## config.mk

```make
export PLATFORM = sky130hd
export DESIGN_NAME = gpio_cfg_sequencer_flat
export DESIGN_NICKNAME = d
export VERILOG_FILES = /design/src/rtl/gpio_cfg_pkg.sv /design/src/rtl/gpio_cfg_sequencer_if.sv /design/src/rtl/gpio_cfg_shifter.sv /design/src/rtl/gpio_cfg_sequencer.sv /design/src/flat_wrapper.sv
export SDC_FILE = /design/constraint.sdc
export NUM_CORES = 1
export LEC_CHECK = 0
export CAP_MARGIN = 40
export CORE_MARGIN = 8
export CORE_UTILIZATION = 31
export CTS_CLUSTER_SIZE = 16
export DETAILED_ROUTE_END_ITERATION = 6
export PLACE_DENSITY = 0.48
export RECOVER_POWER = 50
export SETUP_SLACK_MARGIN = 0.3
export SLEW_MARGIN = 30
export SYNTH_ARGS = -nofsm -noshare
export SYNTH_HDL_FRONTEND = slang
export SYNTH_SLANG_ARGS = --single-unit
export TNS_END_PERCENT = 10
```

## constraint.sdc

```tcl
create_clock -name clock -period 5.6 [get_ports clock]
set_clock_uncertainty 0.2 [all_clocks]
set_input_delay 1.4 -clock clock [delete_from_list [all_inputs] [get_ports clock]]
set_output_delay 1.4 -clock clock [all_outputs]
set_load 0.02 [all_outputs]
```

## src/rtl/gpio_cfg_pkg.sv

```systemverilog
// Shared definitions for the GPIO pad configuration sequencer: word bit map,
// reset configuration word and shifter FSM states.
package gpio_cfg_pkg;

  // Bit positions inside one pad configuration word
  typedef enum int unsigned {
    CfgDrive0   = 0,
    CfgDrive1   = 1,
    CfgSlew     = 2,
    CfgSchmitt  = 3,
    CfgPulldown = 4,
    CfgPullup   = 5,
    CfgInpDis   = 6,
    CfgHoldover = 7,
    CfgOutenb   = 8,
    CfgMgmtEna  = 9
  } cfg_bit_e;

  localparam int unsigned CfgWordW = 10;

  // Management-owned, output-disabled pad
  localparam logic [CfgWordW-1:0] CfgDefault =
      (CfgWordW'(1) << CfgMgmtEna) | (CfgWordW'(1) << CfgOutenb);

  typedef enum logic [2:0] {
    StIdle,
    StShiftLo,
    StShiftHi,
    StLoad,
    StDone
  } state_e;

endpackage

```

## src/rtl/gpio_cfg_sequencer_if.sv

```systemverilog
// Register-bus and pad-chain signals of the GPIO configuration sequencer.
interface gpio_cfg_sequencer_if #(
  parameter int unsigned PADS = 38,
  parameter int unsigned WORD = 10
);
  localparam int unsigned AddrW = $clog2(PADS);

  logic             cfg_we;
  logic [AddrW-1:0] cfg_addr;
  logic [WORD-1:0]  cfg_wdata;
  logic [WORD-1:0]  cfg_rdata;
  logic             start;
  logic             busy;
  logic             done;
  logic             cfg_err;
  logic             serial_clock;
  logic             serial_data_out;
  logic             serial_load;

  modport master (
    output cfg_we, cfg_addr, cfg_wdata, start,
    input  cfg_rdata, busy, done, cfg_err, serial_clock, serial_data_out, serial_load
  );

  modport slave (
    input  cfg_we, cfg_addr, cfg_wdata, start,
    output cfg_rdata, busy, done, cfg_err, serial_clock, serial_data_out, serial_load
  );
endinterface

```

## src/rtl/gpio_cfg_shifter.sv

```systemverilog
// Serial chain engine: clock divider, bit counter and serial pin generation.
// The parent supplies the stream bit selected by bit_idx.
module gpio_cfg_shifter
  import gpio_cfg_pkg::*;
#(
  parameter int unsigned PADS = 38,
  parameter int unsigned WORD = 10,
  parameter int unsigned DIV  = 2,
  localparam int unsigned BitW = $clog2(PADS * WORD)
) (
  input  logic            clock,
  input  logic            resetb,
  input  logic            start,
  output logic [BitW-1:0] bit_idx,
  input  logic            bit_val,
  output logic            busy,
  output logic            done,
  output logic            serial_clock,
  output logic            serial_data_out,
  output logic            serial_load
);

  localparam int unsigned DivW = (DIV > 1) ? $clog2(DIV) : 1;
  localparam logic [DivW-1:0] DivLast = DivW'(DIV - 1);
  localparam logic [BitW-1:0] BitLast = BitW'(PADS * WORD - 1);

  state_e          state_q, state_d;
  logic [BitW-1:0] bit_q, bit_d;
  logic [DivW-1:0] div_q, div_d;
  logic            phase_end;

  assign phase_end = (div_q == DivLast);

  always_ff @(posedge clock or negedge resetb) begin
    if (!resetb) begin
      state_q <= StIdle;
      bit_q   <= '0;
      div_q   <= '0;
    end else begin
      state_q <= state_d;
      bit_q   <= bit_d;
      div_q   <= div_d;
    end
  end

  always_comb begin
    state_d = state_q;
    bit_d   = bit_q;
    div_d   = phase_end ? '0 : div_q + 1'b1;
    case (state_q)
      StIdle: begin
        div_d = '0;
        if (start) begin
          state_d = StShiftLo;
          bit_d   = '0;
        end
      end
      StShiftLo: if (phase_end) state_d = StShiftHi;
      StShiftHi: begin
        if (phase_end) begin
          bit_d   = bit_q + 1'b1;
          state_d = (bit_q == BitLast) ? StLoad : StShiftLo;
        end
      end
      StLoad:  if (phase_end) state_d = StDone;
      StDone: begin
        div_d   = '0;
        state_d = StIdle;
      end
      default: state_d = StIdle;
    endcase
  end

  always_comb begin
    bit_idx         = bit_q;
    busy            = (state_q != StIdle);
    done            = (state_q == StDone);
    serial_clock    = (state_q == StShiftHi);
    serial_load     = (state_q == StLoad);
    serial_data_out = ((state_q == StShiftLo) || (state_q == StShiftHi)) && bit_val;
  end

endmodule

```

## src/rtl/gpio_cfg_sequencer.sv

```systemverilog
// GPIO pad configuration sequencer: per-pad register file plus serial chain shifter.
// Define GPIO_CFG_READBACK_EN to enable cfg_rdata readback; otherwise it reads 0.
module gpio_cfg_sequencer
  import gpio_cfg_pkg::*;
#(
  parameter int unsigned     PADS        = 38,
  parameter int unsigned     WORD        = CfgWordW,
  parameter int unsigned     DIV         = 2,
  parameter logic [WORD-1:0] DEFAULT_CFG = WORD'(CfgDefault)
) (
  input logic               clock,
  input logic               resetb,
  gpio_cfg_sequencer_if.slave bus
);

  localparam int unsigned AddrW = $clog2(PADS);
  localparam int unsigned Total = PADS * WORD;
  localparam int unsigned BitW  = $clog2(Total);
  localparam logic [AddrW-1:0] LastPad = AddrW'(PADS - 1);
  localparam logic [BitW-1:0]  BitLast = BitW'(Total - 1);

  logic [WORD-1:0]  regs_q [PADS];
  logic [Total-1:0] flat;
  logic [BitW-1:0]  bit_idx;
  logic [BitW-1:0]  rev_idx;
  logic             busy;
  logic             addr_ok;
  logic             wr_ok;
  logic             start_ok;
  logic             err_q;

  assign addr_ok  = (bus.cfg_addr <= LastPad);
  assign wr_ok    = bus.cfg_we && !busy && addr_ok;
  assign start_ok = bus.start && !busy;

  always_ff @(posedge clock or negedge resetb) begin
    if (!resetb) begin
      for (int p = 0; p < PADS; p++) regs_q[p] <= DEFAULT_CFG;
      err_q <= 1'b0;
    end else begin
      if (wr_ok) regs_q[bus.cfg_addr] <= bus.cfg_wdata;
      err_q <= (bus.cfg_we && (busy || !addr_ok)) || (bus.start && busy);
    end
  end

  // Pad 0 sits at the bottom of the flat vector so stream bit n is flat[Total-1-n]
  always_comb begin
    flat = '0;
    for (int p = 0; p < PADS; p++) flat[p*WORD +: WORD] = regs_q[p];
  end

  assign rev_idx     = BitLast - bit_idx;
  assign bus.cfg_err = err_q;
  assign bus.busy    = busy;

`ifdef GPIO_CFG_READBACK_EN
  assign bus.cfg_rdata = addr_ok ? regs_q[bus.cfg_addr] : '0;
`else
  assign bus.cfg_rdata = '0;
`endif

  gpio_cfg_shifter #(
    .PADS (PADS),
    .WORD (WORD),
    .DIV  (DIV)
  ) u_shifter (
    .clock           (clock),
    .resetb          (resetb),
    .start           (start_ok),
    .bit_idx         (bit_idx),
    .bit_val         (flat[rev_idx]),
    .busy            (busy),
    .done            (bus.done),
    .serial_clock    (bus.serial_clock),
    .serial_data_out (bus.serial_data_out),
    .serial_load     (bus.serial_load)
  );

endmodule

```

## src/flat_wrapper.sv

```systemverilog
// flat-port wrapper written by rule: the top's interface ports become plain ports
module gpio_cfg_sequencer_flat import gpio_cfg_pkg::*;
#(
  parameter int unsigned     PADS        = 38,
  parameter int unsigned     WORD        = CfgWordW,
  parameter int unsigned     DIV         = 2,
  parameter logic [WORD-1:0] DEFAULT_CFG = WORD'(CfgDefault)
)
  (clock, resetb, bus_cfg_we, bus_cfg_addr, bus_cfg_wdata, bus_start, bus_cfg_rdata, bus_busy, bus_done, bus_cfg_err, bus_serial_clock, bus_serial_data_out, bus_serial_load);
  gpio_cfg_sequencer_if #(.PADS(PADS), .WORD(WORD)) bus_i ();
  input logic clock;
  input logic resetb;
  input wire logic [$bits(bus_i.cfg_we)-1:0] bus_cfg_we;
  input wire logic [$bits(bus_i.cfg_addr)-1:0] bus_cfg_addr;
  input wire logic [$bits(bus_i.cfg_wdata)-1:0] bus_cfg_wdata;
  input wire logic [$bits(bus_i.start)-1:0] bus_start;
  output wire logic [$bits(bus_i.cfg_rdata)-1:0] bus_cfg_rdata;
  output wire logic [$bits(bus_i.busy)-1:0] bus_busy;
  output wire logic [$bits(bus_i.done)-1:0] bus_done;
  output wire logic [$bits(bus_i.cfg_err)-1:0] bus_cfg_err;
  output wire logic [$bits(bus_i.serial_clock)-1:0] bus_serial_clock;
  output wire logic [$bits(bus_i.serial_data_out)-1:0] bus_serial_data_out;
  output wire logic [$bits(bus_i.serial_load)-1:0] bus_serial_load;
  assign bus_i.cfg_we = bus_cfg_we;
  assign bus_i.cfg_addr = bus_cfg_addr;
  assign bus_i.cfg_wdata = bus_cfg_wdata;
  assign bus_i.start = bus_start;
  assign bus_cfg_rdata = bus_i.cfg_rdata;
  assign bus_busy = bus_i.busy;
  assign bus_done = bus_i.done;
  assign bus_cfg_err = bus_i.cfg_err;
  assign bus_serial_clock = bus_i.serial_clock;
  assign bus_serial_data_out = bus_i.serial_data_out;
  assign bus_serial_load = bus_i.serial_load;
  gpio_cfg_sequencer #(.PADS(PADS), .WORD(WORD), .DIV(DIV), .DEFAULT_CFG(DEFAULT_CFG)) u_core (.clock(clock), .resetb(resetb), .bus(bus_i));
endmodule
```

==> results of run 1 <==
==> power by group <==
part	leakage, nW	total (mW)	internal [mW]	switching, mW
Clock	0.768	3.07	1.86	1.21
Sequential	5.19	2.86	2.86	0.00292
Combinational	3.86	0.186	0.0290	0.157
Total	9.82	6.12	4.75	1.37
==> area by class of cell <==
type	instances	area [um2]
fill	5726	38300
inverter	4	15.0
clock buffer	70	1370
multi-input combinational	735	8270
timing repair buffer	93	862
clock inverter	16	180
tap	782	978
sequential	394	9960
==> layer usage <==
metal / vias to the layer above / wire, um / global-route usage (%)
li1: 4651 / - / -
met1: 5984 / 24900 / 22.0
met2: 192 / 23400 / 23.3
met3: 68 / 1880 / 2.72
met4: 0 / 1020 / 3.53
met5: - / 0 / 0
==> flip-flops by register name (all words and copies together), names as in the netlist <==
name	cells
u_core.u_shifter.state_q	3
u_core.flat	380
u_core.u_shifter.div_q	1
u_core.bus.cfg_err	1
u_core.u_shifter.bit_idx	9
==> cells in the final DEF (no fill, tap or decap), types with 5 or more instances in the layout <==
cell type        synthesis  final
a21oi_1                  9      9
and2_1                   6      5
buf_2                   14     10
buf_4                   17     52
clkbuf_1                58     16
clkbuf_16                0     51
clkbuf_2                 0      5
clkbuf_8                 0      6
clkdlybuf4s50_1          0     12
clkinv_2                 0     12
conb_1                   1     10
dfrtp_1                318    315
dfstp_2                 76     76
mux2_2                 377    377
mux2i_1                 21     19
mux4_1                   7      7
mux4_2                  94     94
nand2_1                 41     41
nand2_2                 14     14
nand2b_1                 5      5
nand3_1                 13     13
nor2_1                  17     17
nor2_2                  14     14
nor2b_1                  5      5
nor4_1                   7      7
o21ai_0                 15     15
xnor2_1                  6      6
==> timing repair <==
| action | 4_1_cts | 5_1_grt |
|---|---|---|
| hold buffers | 0 | 0 |
| pin swaps | 0 | 1 |
| endpoints found under the setup margin | 1 | 1 |
| resized for setup | 8 | 7 |
| setup buffers | 10 | 1 |
| gates cloned | 0 | 2 |
==> how the worst max path moves through the flow <==
| stage | from | end | slack, ps | cells after the start |
|---|---|---|---|---|
| 2_1_floorplan | u_core.u_shifter.bit_idx[2]$_DFFE_PN0P_ | bus_serial_data_out | 1040 | 10 |
| 3_3_place_gp | u_core.u_shifter.bit_idx[0]$_DFFE_PN0P_ | bus_serial_data_out | 320 | 9 |
| 5_1_grt | u_core.u_shifter.bit_idx[0]$_DFFE_PN0P_ | bus_serial_data_out | 430 | 10 |
| 4_1_cts | u_core.u_shifter.bit_idx[0]$_DFFE_PN0P_ | bus_serial_data_out | 330 | 11 |
| 6_report | u_core.u_shifter.bit_idx[0]$_DFFE_PN0P_ | bus_serial_data_out | 560 | 10 |
| 3_5_place_dp | u_core.u_shifter.bit_idx[0]$_DFFE_PN0P_ | bus_serial_data_out | 390 | 9 |
==> stage by stage <==
step / instances / utilization [%] / power (mW) / cell area, um2
6_report: 2094 / 36.1 / 6.12 / 21600
4_1_cts: 2090 / 36.0 / 6.24 / 21600
2_1_floorplan: 1233 / - / 2.97 / 18700
3_3_place_gp: 1994 / 33.2 / 3.10 / 19900
5_1_grt: 2094 / 36.1 / 6.36 / 21600
3_5_place_dp: 1994 / 33.2 / 3.10 / 19900
==> cells by family (layout without fill, tap and decap cells) <==
family	Yosys count	count (layout)	synth area share, %
multiplexers	503	503	36.4
flip-flops	394	394	53.3
AND/OR/NAND/NOR	152	152	4.65
buffers and inverters	104	183	2.87
AO/OA/AOI/OAI	58	58	2.11
XOR/XNOR	9	9	0.422
adder cells (fa/ha/maj)	3	3	0.201
other	1	10	0.0201
==> results.py, run 1 <==
metrics = {
    "status": {
        "status": "finished, violations left",
        "violations": "max-capacitance violations, max-slew violations",
    },
    "clocking": {
        "clk_pin_slew_ps": 60,
        "h-tree-depth": 2,
        "clockRootBuffer": "clkbuf_16",
        "cts_num_sinks": 394,
        "cts_tree": "built",
        "cts_inserted_buffers": 46,
        "clk_path_buf_depth": 3,
        "worst_skew_pair.late_latency_ps": 570,
    },
    "synthesis": {
        "synthCells": 1224,
        "yosysMostFrequentCell": "mux2_2",
        "synth_ff_type": "dfrtp_1",
        "synth_area_um2": 18700,
        "synth_area_per_cell_um2": 15.3,
        "yosysTopAreaCell": "dfrtp_1",
        "synth_edf_count": 0,
        "synth_seq_cells": 394,
        "synth.distinct_cells": 68,
        "yosys.area.top_type_share_pct": 42.6,
        "synthTopCellsByArea": "dfrtp_1, mux2_2, mux4_2, dfstp_2, clkbuf_1",
        "seq_area_frac_synth_pct": 53.3,
        "synth_common_cells": "mux2_2, dfrtp_1, mux4_2",
        "synthArstFlopShare_pct": 100,
        "yosys_warnings": 0,
    },
    "global_routing": {
        "grt_pass1_vias": 11700,
        "grt_first_pass_wirelength_mm": 78.1,
        "antenna_found_initial": 1,
        "grtUsageTotal_pct": 15.2,
        "grt_max_degree": 114,
        "globalRoute.totalOverflow": 0,
    },
    "floorplan": {
        "fp.dieW_um": 261,
        "die_h_um": 261,
        "rows": 90,
        "initial_utilization_pct": 31.2,
        "die_area_um2": 68300,
        "io_pins": 36,
        "coreArea_um2": 59900,
    },
    "worst_setup_path": {
        "r2r-end": "u_core.flat[73]$_DFFE_PN0P_",
        "crit_path_end_kind": "primary output",
        "crit_required_ps": 4000,
        "critPathArrivalTime_ps": 3440,
        "r2r_setup_slack_ps": 2450,
        "critPathMaxStageDelay_ps": 580,
        "critPathMaxFanout": 9,
        "rr_worst_depth": 6,
        "r2r-start": "u_core.u_shifter.state_q[1]$_DFFE_PN0P_",
        "critical_path_class": "flop to primary output",
        "crit_chain": "buf_4 -> buf_6 -> mux4_2 -> o21ai_0 -> o211a_1 -> o21ai_1 -> a21oi_1 -> o311a_1 -> o32ai_2 -> clkbuf_2",
        "cp_top_family": "compound AO/OA/AOI/OAI gates",
        "worst-path-buf-inv": 3,
        "startpoint_type": "flop",
        "cpMaxStageDelayCell": "dfrtp_4",
    },
    "place": {
        "io_buffers": 25,
        "dp_hpwl_mm": 29.4,
        "place_congestion": 0.795,
        "post-place-ws_ps": 385,
    },
    "sta": {
        "worst_slack_ps": 556,
        "drv_slew": 158,
        "rsz0062_at_grt": "false",
        "max_freq_ghz": 0.198,
        "final.min_clock_period_ps": 5040,
        "timing_hold_violations_final": 0,
        "worst_slew_pin_slew_ps": 2160,
        "slew_headroom_pct": -44.2,
        "holdWs_ps": 292,
        "period_share_pct": 90.1,
        "setup_viol": 0,
        "tns_ps": 0,
    },
    "worst_hold_path": {
        "whs_path_depth": 1,
        "min_from": "u_core.flat[155]$_DFFE_PN0P_",
        "min_delay_worst_endpoint": "u_core.flat[155]$_DFFE_PN0P_",
        "min_path_type": "flop to flop",
    },
    "final_layout": {
        "drive_gt1_share_pct": 57.3,
        "nets": 1297,
        "area_growth_syn_to_layout_pct": 15.8,
        "antenna_cells": 0,
    },
    "pwr": {
        "p_leak_nw": 9.82,
        "power_density_nw_per_um2": 283,
        "peakVddDrop_uv": 179,
    },
    "job": {
        "cap_violations": 3,
    },
    "routing": {
        "drtPass1Iterations": 4,
        "drt_iter0_markers": 570,
        "final_antenna_net_count": 0,
        "avgRoutedWirePerCell_um": 24.5,
        "wl_mm": 51.2,
        "vias_per_cell": 5.20,
        "drc": 0,
        "vias": 10900,
    },
}
Note: power is estimated with default switching activity, not from simulation.
==> inputs of run 2 (changes only) <==
Settings changed: CORE_MARGIN 8 to default, SLEW_MARGIN 30 to 25.
==> results.py, run 2 (synthesis gave the netlist of run 1 again) <==
metrics = {
    "place": {
        "place_congestion": 0.786,
        "io_buffers": 25,
        "post-place-ws_ps": 478,
        "dp_hpwl_mm": 29.0,
    },
    "routing": {
        "drc": 4,
        "final_antenna_net_count": 0,
        "wl_mm": 50.3,
        "drtPass1Iterations": 7,
        "vias": 10800,
        "vias_per_cell": 5.20,
        "avgRoutedWirePerCell_um": 24.3,
        "drt_iter0_markers": 618,
    },
    "global_routing": {
        "antenna_found_initial": 0,
        "grt_pass1_vias": 11700,
        "grtUsageTotal_pct": 17.1,
        "globalRoute.totalOverflow": 0,
        "grt_max_degree": 107,
        "grt_first_pass_wirelength_mm": 77.6,
    },
    "worst_setup_path": {
        "critical_path_class": "flop to primary output",
        "startpoint_type": "flop",
        "cp_top_family": "multiplexers",
        "critPathMaxFanout": 22,
        "crit_chain": "buf_16 -> mux4_2 -> mux4_2 -> a211o_1 -> nand3_1 -> o311a_1 -> o32ai_2 -> dlygate4sd2_1",
        "r2r-start": "u_core.u_shifter.state_q[1]$_DFFE_PN0P_",
        "cpMaxStageDelayCell": "mux4_2",
        "crit_top_cell": "mux4_2",
        "crit_required_ps": 4000,
        "crit_path_end_kind": "primary output",
        "worst-path-buf-inv": 2,
        "critPathArrivalTime_ps": 3550,
        "critPathMaxStageDelay_ps": 530,
        "crit_start": "u_core.u_shifter.bit_idx[0]$_DFFE_PN0P_",
    },
    "clocking": {
        "clk_pin_slew_ps": 50,
        "cts_num_sinks": 394,
        "worst_skew_pair.late_latency_ps": 570,
        "h-tree-depth": 2,
        "ctsHoldBuffers": 0,
        "cts_inserted_buffers": 47,
        "clk_path_buf_depth": 3,
        "clockRootBuffer": "clkbuf_16",
        "cts_tree": "built",
    },
    "worst_hold_path": {
        "min_path_type": "flop to flop",
        "min_from": "u_core.flat[156]$_DFFE_PN0P_",
    },
    "status": {
        "status": "finished, violations left",
        "violations": "design-rule violations, max-capacitance violations, max-slew violations",
    },
    "final_layout": {
        "largest_reg_flops": 380,
        "post-route-util_pct": 36.3,
        "multi_input_area_um2": 8290,
        "area_growth_syn_to_layout_pct": 15.0,
        "drive_gt1_share_pct": 56.4,
        "layout_commonest_cell": "mux2_2",
        "seqCellArea_um2": 9960,
        "fillCellCount": 5639,
        "final_cell_mix": "mux2_2, dfrtp_1, mux4_2, dfstp_2, clkbuf_16",
        "nets": 1283,
    },
    "floorplan": {
        "die_area_um2": 61200,
        "coreArea_um2": 59200,
        "rows": 89,
        "initial_utilization_pct": 31.5,
        "die_h_um": 247,
        "fp.dieW_um": 247,
        "io_pins": 36,
    },
    "sta": {
        "timing_hold_violations_final": 0,
        "rsz0062_at_grt": "false",
        "tns_ps": 0,
        "holdWs_ps": 284,
        "period_share_pct": 92.0,
        "worst_slack_ps": 448,
        "final.min_clock_period_ps": 5150,
        "slew_headroom_pct": -83.4,
        "worst_slew_pin_slew_ps": 2750,
        "drv_slew": 198,
        "setup_viol": 0,
        "max_freq_ghz": 0.194,
    },
    "pwr": {
        "p_leak_nw": 9.74,
        "peakVddDrop_uv": 161,
        "power_mw": 6.04,
        "power_density_nw_per_um2": 281,
    },
    "job": {
        "cap_violations": 3,
    },
}
## run 2: metrics by stage
stage	area, um2	cells
2_1_floorplan	18700	1233
3_3_place_gp	19800	1977
3_5_place_dp	19800	1977
4_1_cts	21500	2068
5_1_grt	21500	2069
6_report	21500	2071
## run 2: layer usage
layer	track usage [%]	share of wire [%]	up-vias
met5	0	0	-
li1	-	-	4616
met1	24.5	48	5873
met2	26.8	47	213
met3	3.13	4.1	65
met4	3.83	1.7	0
## run 2: cell type report
| type | count | area share, % |
|---|---|---|
| Inverter | 4 | 0.0699 |
| Multi-Input combinational cell | 735 | 38.6 |
| Clock buffer | 77 | 6.57 |
| Timing Repair Buffer | 78 | 3.41 |
| Antenna cell | 2 | 0.0233 |
| Sequential cell | 394 | 46.4 |
| Tap cell | 773 | 4.50 |
| Clock inverter | 8 | 0.431 |
## run 2: timing repair
item | 4_1_cts | 5_1_grt
resized for setup | 17 | 0
setup buffers | 5 | 0
setup endpoints to repair | 1 | 0
## run 2: power by group
group / switching [mW] / leakage [nW] / internal, mW
Sequential: 0.00293 / 5.19 / 2.86
Combinational: 0.155 / 3.81 / 0.0275
Clock: 1.19 / 0.733 / 1.80
Total: 1.35 / 9.74 / 4.69
## run 2: final timing paths
check                                               end  slack, ps  cells after the start
max in group asynchronous  u_core.flat[161]$_DFFE_PN0P_        910                      2
max reg2reg                u_core.flat[252]$_DFFE_PN0P_       2490                      7
min in group asynchronous  u_core.flat[360]$_DFFE_PN0P_       1480                      1
min                        u_core.flat[156]$_DFFE_PN0P_        280                      1
max                                 bus_serial_data_out        450                      8
min reg2reg                u_core.flat[156]$_DFFE_PN0P_        280                      1
==> inputs of run 3 (changes only) <==
Settings changed: CTS_BUF_LIST from default to sky130_fd_sc_hd__clkbuf_8.
==> results.py, run 3 (synthesis gave the netlist of run 1 again) <==
metrics = {
    "routing": {
        "drc": 4,
        "wl_met1_mm": 24.1,
        "drt_iter0_markers": 637,
        "vias": 10900,
        "wl_mm": 50.6,
        "top_layer_used": "met4",
        "drtPass1Iterations": 7,
        "avgRoutedWirePerCell_um": 23.9,
        "met3_length_mm": 2.27,
        "vias_per_cell": 5.14,
        "dr_wl_met2_mm": 23.4,
        "final_antenna_net_count": 0,
    },
    "job": {
        "cap_violations": 3,
    },
    "floorplan": {
        "die_area_um2": 61200,
        "initial_utilization_pct": 31.5,
        "io_pins": 36,
        "rows": 89,
        "fp.dieW_um": 247,
        "die_h_um": 247,
        "coreArea_um2": 59200,
    },
    "global_routing": {
        "grt_pass1_vias": 11900,
        "grt_first_pass_wirelength_mm": 77.9,
        "globalRoute.totalOverflow": 0,
        "grtUsageTotal_pct": 17.2,
        "antenna_found_initial": 0,
        "grt_max_degree": 107,
    },
    "clocking": {
        "cts_num_sinks": 394,
        "clockRootBuffer": "clkbuf_8",
        "ctsHoldBuffers": 0,
        "clk_path_buf_depth": 3,
        "h-tree-depth": 3,
        "worst_skew_pair.late_latency_ps": 640,
        "clk_pin_slew_ps": 60,
        "cts_tree": "built",
        "cts_inserted_buffers": 73,
    },
    "place": {
        "place_congestion": 0.786,
        "place_area_um2": 19800,
        "io_buffers": 25,
        "dp_hpwl_mm": 29.0,
    },
    "final_layout": {
        "final_cell_mix": "mux2_2, dfrtp_1, clkbuf_8, mux4_2, dfstp_2",
        "multi_input_area_um2": 8290,
        "largest_reg_flops": 380,
        "nets": 1310,
        "stdcell_area_um2": 21500,
        "fillCellCount": 5662,
        "area_growth_syn_to_layout_pct": 15.1,
        "seqCellArea_um2": 9960,
        "layout_commonest_cell": "mux2_2",
        "drive_gt1_share_pct": 57.4,
    },
    "worst_setup_path": {
        "critPathMaxFanout": 14,
        "critical_path_class": "flop to primary output",
        "r2r_setup_slack_ps": 2480,
        "startpoint_type": "flop",
        "crit_chain": "ha_4 -> xor2_4 -> buf_8 -> mux4_2 -> a211o_1 -> nand3_1 -> o311a_1 -> o32ai_2 -> dlygate4sd2_1",
        "critPathMaxStageDelay_ps": 530,
        "crit_path_end_kind": "primary output",
        "crit_required_ps": 4000,
        "rr_worst_depth": 7,
        "cpMaxStageDelayCell": "mux4_2",
        "critPathArrivalTime_ps": 3600,
    },
    "sta": {
        "drv_slew": 198,
        "tns_ps": 0,
        "max_freq_ghz": 0.192,
        "slew_headroom_pct": -82.9,
        "rsz0062_at_grt": "false",
        "worst_slew_pin_slew_ps": 2740,
        "period_share_pct": 92.9,
        "holdWs_ps": 288,
        "setup_viol": 0,
        "final.min_clock_period_ps": 5200,
        "timing_hold_violations_final": 0,
    },
    "worst_hold_path": {
        "min_path_type": "flop to flop",
        "whs_path_depth": 1,
    },
    "pwr": {
        "power_density_nw_per_um2": 273,
        "peakVddDrop_uv": 110,
        "p_leak_nw": 9.89,
    },
    "status": {
        "violations": "design-rule violations, max-capacitance violations, max-slew violations",
        "status": "finished, violations left",
    },
}
-- run 3: cell types whose count changed in the layout (fill, tap and decap cells not counted), sizes merged --
cell,previous run,this run
inv,3,33
clkbuf,83,105
buf,57,58
bufbuf,1,0
bufinv,2,1
clkinvlp,1,0
diode,2,1
-- run 3: power by group --
part / switching [mW] / internal (mW)
Sequential: 0.00293 / 2.86
Clock: 1.23 / 1.60
Combinational: 0.155 / 0.0275
Total: 1.39 / 4.49
-- run 3: per-layer routing --
| layer | up-vias | global-route usage [%] |
|---|---|---|
| met4 | 0 | 5.32 |
| met1 | 5911 | 24.4 |
| li1 | 4688 | - |
| met2 | 234 | 26.5 |
| met3 | 58 | 3.31 |
| met5 | - | 0 |
-- run 3: final timing paths --
kind,start,endpoint
worst min register to register,u_core.flat[156]$_DFFE_PN0P_,u_core.flat[156]$_DFFE_PN0P_
worst max-delay path,u_core.u_shifter.bit_idx[3]$_DFFE_PN0P_,bus_serial_data_out
max in group asynchronous,resetb,u_core.flat[240]$_DFFE_PN0P_
worst max register to register,u_core.u_shifter.state_q[1]$_DFFE_PN0P_,u_core.flat[252]$_DFFE_PN0P_
worst min-delay path,u_core.flat[156]$_DFFE_PN0P_,u_core.flat[156]$_DFFE_PN0P_
min in group asynchronous,resetb,u_core.flat[355]$_DFFE_PN0P_
-- run 3: timing repair --
action,in CTS,in global routing
pin swaps,0,2
setup endpoints to repair,1,1
buffers inserted,5,1
resized for setup,16,2
cloned,0,1
-- run 3: through the flow --
step,utilization [%],total power [mW],cells,setup WS [ps]
after floorplan,-,2.97,1233,1040
after global placement,33.5,3.10,1977,495
after detailed placement,33.5,3.10,1977,478
after CTS,36.3,5.99,2116,306
after global routing,36.3,6.14,2119,280
final,36.3,5.88,2120,397
-- run 3: cell type report --
type | instances | share of cell area (%)
Clock inverter | 36 | 0.803
Antenna cell | 1 | 0.0116
Multi-Input combinational cell | 735 | 38.6
Tap cell | 773 | 4.50
Timing Repair Buffer | 79 | 3.41
Inverter | 4 | 0.0698
Clock buffer | 98 | 6.27
Sequential cell | 394 | 46.4
-- run 3: worst max-delay path: cells and delay by family (launching register included) --
family / cells / cell delay, ps
AO/OA/AOI/OAI: 3 / 780
flip-flops: 1 / 470
adder cells (fa/ha/maj): 1 / 250
AND/OR/NAND/NOR: 1 / 90
XOR/XNOR: 1 / 250
multiplexers: 1 / 530
buffers and inverters: 2 / 590
